**config.mk**
```make
export PLATFORM = sky130hd
export DESIGN_NAME = score_keeper
export DESIGN_NICKNAME = d
export VERILOG_FILES = /design/src/rtl/score_keeper.sv
export SDC_FILE = /design/constraint.sdc
export NUM_CORES = 1
export LEC_CHECK = 0
export ABC_AREA = 0
export CAP_MARGIN = 20
export CORE_MARGIN = 1.5
export CORE_UTILIZATION = 34
export DETAILED_ROUTE_END_ITERATION = 6
export HOLD_SLACK_MARGIN = 0.02
export PLACE_DENSITY = 0.54
export SLEW_MARGIN = 20
export SYNTH_ARGS = -nofsm -noshare
export SYNTH_HDL_FRONTEND = slang
export SYNTH_SLANG_ARGS = --single-unit
```
**constraint.sdc**
```tcl
create_clock -name clk -period 9.2 [get_ports clk]
set_input_delay 1.38 -clock clk [delete_from_list [all_inputs] [get_ports clk]]
set_output_delay 1.38 -clock clk [all_outputs]
set_load 0.01 [all_outputs]
```
**src/rtl/score_keeper.sv**
```systemverilog
// score_keeper: accumulates the player's score from per-note judgement events
// and owns the combo / max-combo counters. A three-state game FSM
// (idle, play, done) decides which judgements count.
//
// Optional feature macro: FEVER_MODE_EN. When defined, hit points are doubled
// while the pre-hit combo is 50 or more.
//
// Ports:
//   clk          system clock
//   rst          asynchronous reset, active-high
//   game_start   pulse: clear score/combo/max_combo and enter play
//   game_over    pulse: end the run (play -> done)
//   judge_valid  pulse: judge_grade is valid this cycle
//   judge_grade  0 = miss, 1 = good, 2 = great, 3 = perfect
//   score        registered running score, 0..SCORE_MAX
//   combo        current consecutive non-miss count, saturating
//   max_combo    highest combo reached this run
//   playing      high in play
//   done         high in done
module score_keeper #(
  parameter int unsigned SCORE_MAX   = 9999,
  parameter int unsigned PTS_PERFECT = 10,
  parameter int unsigned PTS_GREAT   = 7,
  parameter int unsigned PTS_GOOD    = 4,
  parameter int unsigned COMBO_MAX   = 255
) (
  input  logic        clk,
  input  logic        rst,
  input  logic        game_start,
  input  logic        game_over,
  input  logic        judge_valid,
  input  logic [1:0]  judge_grade,
  output logic [14:0] score,
  output logic [7:0]  combo,
  output logic [7:0]  max_combo,
  output logic        playing,
  output logic        done
);

  localparam logic [15:0] ScoreMax    = 16'(SCORE_MAX);
  localparam logic [7:0]  ComboMax    = 8'(COMBO_MAX);
  localparam logic [5:0]  PtsPerfect  = 6'(PTS_PERFECT);
  localparam logic [5:0]  PtsGreat    = 6'(PTS_GREAT);
  localparam logic [5:0]  PtsGood     = 6'(PTS_GOOD);

  typedef enum logic [1:0] {
    StIdle = 2'd0,
    StPlay = 2'd1,
    StDone = 2'd2
  } state_e;

  state_e      state_q, state_d;
  logic [14:0] score_q, score_d;
  logic [7:0]  combo_q, combo_d;
  logic [7:0]  max_q, max_d;

  // Hit arithmetic, all based on the combo value before the current hit.
  logic [5:0]  base_pts;
  logic [5:0]  bonus_pts;
  logic [5:0]  points;
  logic [15:0] score_sum;
  logic [7:0]  combo_inc;

  always_comb begin
    base_pts = PtsGood;
    case (judge_grade)
      2'd3:    base_pts = PtsPerfect;
      2'd2:    base_pts = PtsGreat;
      default: base_pts = PtsGood;
    endcase

    bonus_pts = 6'd0;
    if (combo_q >= 8'd50) begin
      bonus_pts = 6'd5;
    end else if (combo_q >= 8'd10) begin
      bonus_pts = 6'd2;
    end

    points = base_pts + bonus_pts;
`ifdef FEVER_MODE_EN
    if (combo_q >= 8'd50) begin
      points = points << 1;
    end
`endif

    // 16-bit sum so a near-ceiling score can never wrap before the clamp.
    score_sum = {1'b0, score_q} + {10'd0, points};
    combo_inc = (combo_q >= ComboMax) ? ComboMax : combo_q + 8'd1;
  end

  always_comb begin
    state_d = state_q;
    score_d = score_q;
    combo_d = combo_q;
    max_d   = max_q;

    if (game_start) begin
      // Start wins over any judgement or game_over in the same cycle.
      state_d = StPlay;
      score_d = 15'd0;
      combo_d = 8'd0;
      max_d   = 8'd0;
    end else begin
      case (state_q)
        StPlay: begin
          if (judge_valid) begin
            if (judge_grade == 2'd0) begin
              combo_d = 8'd0;
            end else begin
              combo_d = combo_inc;
              if (combo_inc > max_q) begin
                max_d = combo_inc;
              end
              score_d = (score_sum > ScoreMax) ? ScoreMax[14:0] : score_sum[14:0];
            end
          end
          // A judgement in the same cycle is still applied above.
          if (game_over) begin
            state_d = StDone;
          end
        end
        default: ;
      endcase
    end
  end

  always_ff @(posedge clk or posedge rst) begin
    if (rst) begin
      state_q <= StIdle;
      score_q <= 15'd0;
      combo_q <= 8'd0;
      max_q   <= 8'd0;
    end else begin
      state_q <= state_d;
      score_q <= score_d;
      combo_q <= combo_d;
      max_q   <= max_d;
    end
  end

  assign score     = score_q;
  assign combo     = combo_q;
  assign max_combo = max_q;
  assign playing   = (state_q == StPlay);
  assign done      = (state_q == StDone);

endmodule

```
==> flow_metrics.py <==
metrics = {
    "run_status": {
        "status": "completed",
    },
    "synthesis": {
        "synth_fa_ha_area_frac": 0.117,
        "synth_edf_count": 0,
        "synth-xor-area-share": 0.0248,
        "synth_warnings": 0,
        "synthMuxAreaShare": 0.0263,
        "syn-num-nets": 309,
        "ys_top_cells_by_count": "nor2_1 (36), dfrtp_1 (33), nand2_1 (26), inv_1 (21), ha_1 (20)",
        "synth_top_flop_cell": "dfrtp_1",
        "synth.largest_area_cell": "dfrtp_1",
        "synthDistinctLibCells": 55,
        "synth_top_area_share": 0.334,
        "synthCells": 280,
        "yosysSeqAreaShare": 0.334,
        "avgSynthCellArea_um2": 8.84,
        "synth_compound_area_frac": 0.246,
        "synth_top_family_by_area": "compound AO/OA/AOI/OAI gates",
        "synthSimpleGateAreaFrac": 0.193,
        "syn_area_mm2": 0.00247,
        "ys_ff_latch": 33,
        "synth_most_common_cell": "nor2_1",
        "synth_area_leaders": "dfrtp_1 (33%), ha_1 (10%), nor2_1 (5.5%)",
        "synth_async_sr_flop_share": 1.00,
    },
    "global_route": {
        "grt_pass1_vias": 2073,
        "antenna_found_initial": 0,
        "globalRouteOverflowTotal": 0,
        "grt_max_degree": 34,
        "grt_pass1_wl_mm": 10.4,
        "gr-usage-all-layers": 0.173,
    },
    "worst_setup_path": {
        "timing.rr.start": "combo[0]$_DFFE_PP0P_",
        "crit_type": "primary input to flop",
        "cp-end-kind": "flop",
        "cp_top_family": "compound AO/OA/AOI/OAI gates",
        "cp_cell_sequence": "clkdlybuf4s50_1 > inv_1 > nor2_1 > ha_1 > inv_1 > fa_1 > fa_1 > nand2b_1 > a21oi_2 > o211ai_1 > nor2_1 > mux2i_1 > o21a_4 > nand2_1 > o211ai_1",
        "r2r_end": "score[7]$_DFFE_PP0P_",
        "path_buf_inv": 3,
        "critPathMaxFanout": 14,
        "worst_setup_path_start_kind": "primary input",
        "r2r_setup_slack_ps": 4340,
        "cp.arrival_ps": 5260,
        "reg2reg_depth": 19,
        "crit_path_start": "judge_grade[1]",
        "critPathSlowestCell": "clkdlybuf4s50_1",
        "cpPeakStageDelay_ps": 540,
        "crit_required_ps": 9410,
    },
    "power": {
        "design_power_total_uw": 381,
        "sw_frac_of_total": 0.279,
        "p_per_area_mw_per_mm2": 125,
        "power_leakage_nw": 1.39,
        "intPower_uw": 275,
        "p_seq_frac": 0.413,
        "ir_drop_mv": 0.0516,
        "comb_power_share": 0.200,
        "clockPowerShare": 0.387,
        "p_sw_uw": 106,
    },
    "clock_network": {
        "postCtsResizedCells": 0,
        "clock_latency_ps": 290,
        "htree_levels": 2,
        "clock_sinks": 33,
        "clk_transition_reported_paths_ps": 70,
        "clockBufferDepth": 2,
        "cts_made_buffers": 5,
        "cts_setup_buffers": 0,
        "cts_tree": "yes",
        "ctsHoldBuffers": 0,
        "cts_root_buf": "clkbuf_8",
    },
    "floorplan": {
        "die-area_mm2": 0.00780,
        "io_pins": 40,
        "die_w_um": 88.3,
        "initial_core_util": 0.358,
        "rows": 30,
        "die-height_um": 88.3,
        "coreArea_mm2": 0.00691,
    },
    "cells_and_area": {
        "diodes": 0,
        "regArea_um2": 826,
        "fillers": 701,
        "nets": 344,
        "postLayoutCellArea_mm2": 0.00306,
        "area_growth_pct": 23.6,
        "multi_input_area_mm2": 0.00150,
        "drive_gt1_frac": 0.0759,
    },
    "detailed_routing": {
        "drtIter0Drc": 139,
        "route.detailed.drc": 0,
        "drtAntennaViolNets": 0,
        "viasPerCell": 5.24,
        "totalWireLength_mm": 6.19,
        "wire_per_inst_um": 15.0,
        "vias": 2159,
        "first_pass_iters": 4,
    },
    "placement": {
        "place_area_mm2": 0.00294,
        "hpwl_mm": 4.38,
        "place_congestion": 0.830,
        "portBuffers": 39,
    },
    "timing": {
        "setup_viol": 0,
        "period_minus_slack_ps": 5060,
        "rsz0062_at_grt": "no",
        "hold_viol": 0,
        "fin_skew_ps": 5.94,
        "relSlewSlack": 0.331,
        "worstMarginPinSlew_ps": 1000,
        "slew_viol_final": 0,
        "tns_ps": 0,
        "min_period_over_period": 0.550,
        "fmaxAchievable_ghz": 0.198,
    },
    "hold_path": {
        "min_delay_worst_endpoint": "state_q[0]$_DFFE_PP0P_",
        "min_from": "state_q[0]$_DFFE_PP0P_",
        "min_path_type": "flop to flop",
        "hold_depth": 1,
    },
    "run": {
        "cap_viol_max_count": 0,
    },
}
[power by group through the flow]
stage / combinational [mW] / sequential, mW / clock, mW
3_5_place_dp: 0.0767 / 0.160 / 0
2_1_floorplan: 0.0457 / 0.162 / 0
5_1_grt: 0.0858 / 0.158 / 0.157
4_1_cts: 0.0772 / 0.157 / 0.151
6_report: 0.0763 / 0.157 / 0.147
3_3_place_gp: 0.0768 / 0.160 / 0
[placed cells by master, fill, tap and decap left out, types with 6 or more instances in the layout]
cell type | Yosys | final
a22o_1 | 10 | 10
ha_1 | 20 | 20
nand3_1 | 13 | 13
inv_1 | 21 | 21
and2_1 | 6 | 6
o21ai_0 | 9 | 9
clkdlybuf4s50_1 | 0 | 39
a21o_1 | 8 | 8
clkbuf_8 | 0 | 6
dfrtp_1 | 33 | 33
nand2_1 | 26 | 26
nor2_1 | 36 | 36
a21oi_1 | 6 | 6
and3_1 | 7 | 7
[how the worst max path moves through the flow]
stage	cells past startpoint	to	slack (ps)
2_1_floorplan	20	score[5]$_DFFE_PP0P_	4910
4_1_cts	15	score[7]$_DFFE_PP0P_	4140
5_1_grt	15	score[7]$_DFFE_PP0P_	3800
3_5_place_dp	15	score[7]$_DFFE_PP0P_	3840
6_report	15	score[7]$_DFFE_PP0P_	4140
3_3_place_gp	15	score[5]$_DFFE_PP0P_	3970
[flip-flops by register name (all words and copies together), names as in the netlist]
signal,cells
score,15
combo,8
max_combo,8
state_q,2
[metrics by stage]
step	hold slack [ps]	worst slack, ps	cells	utilization
4_1_cts	541	4140	412	0.443
3_5_place_dp	518	3840	404	0.426
5_1_grt	569	3800	412	0.443
3_3_place_gp	513	3970	404	0.426
2_1_floorplan	487	4910	280	-
6_report	539	4140	412	0.443
[final cells by class]
cell class,instances,area share
Sequential cell,33,0.270
Timing Repair Buffer,42,0.135
Multi-Input combinational cell,212,0.492
Inverter,21,0.0258
Clock buffer,7,0.0282
Tap cell,96,0.0393
Clock inverter,1,0.00982
[logic make-up (layout without fill, tap and decap cells)]
| group | after synthesis | after routing |
|---|---|---|
| and+or+nand+nor | 103 | 103 |
| AOI/OAI and AO/OA | 74 | 74 |
| buffers and inverters | 35 | 71 |
| DFF | 33 | 33 |
| adders and majority gates | 22 | 22 |
| xor gates and xnor gates | 7 | 7 |
| muxes | 6 | 6 |
[per-layer routing]
| layer | GRT usage | vias up | wire length, um |
|---|---|---|---|
| met1 | 0.256 | 1036 | 3210 |
| met5 | 0 | - | 0 |
| met2 | 0.259 | 47 | 2690 |
| li1 | - | 1070 | - |
| met3 | 0.0280 | 6 | 205 |
| met4 | 0.0526 | 0 | 80 |
No activity file was read; power rests on OpenSTA's default activity.
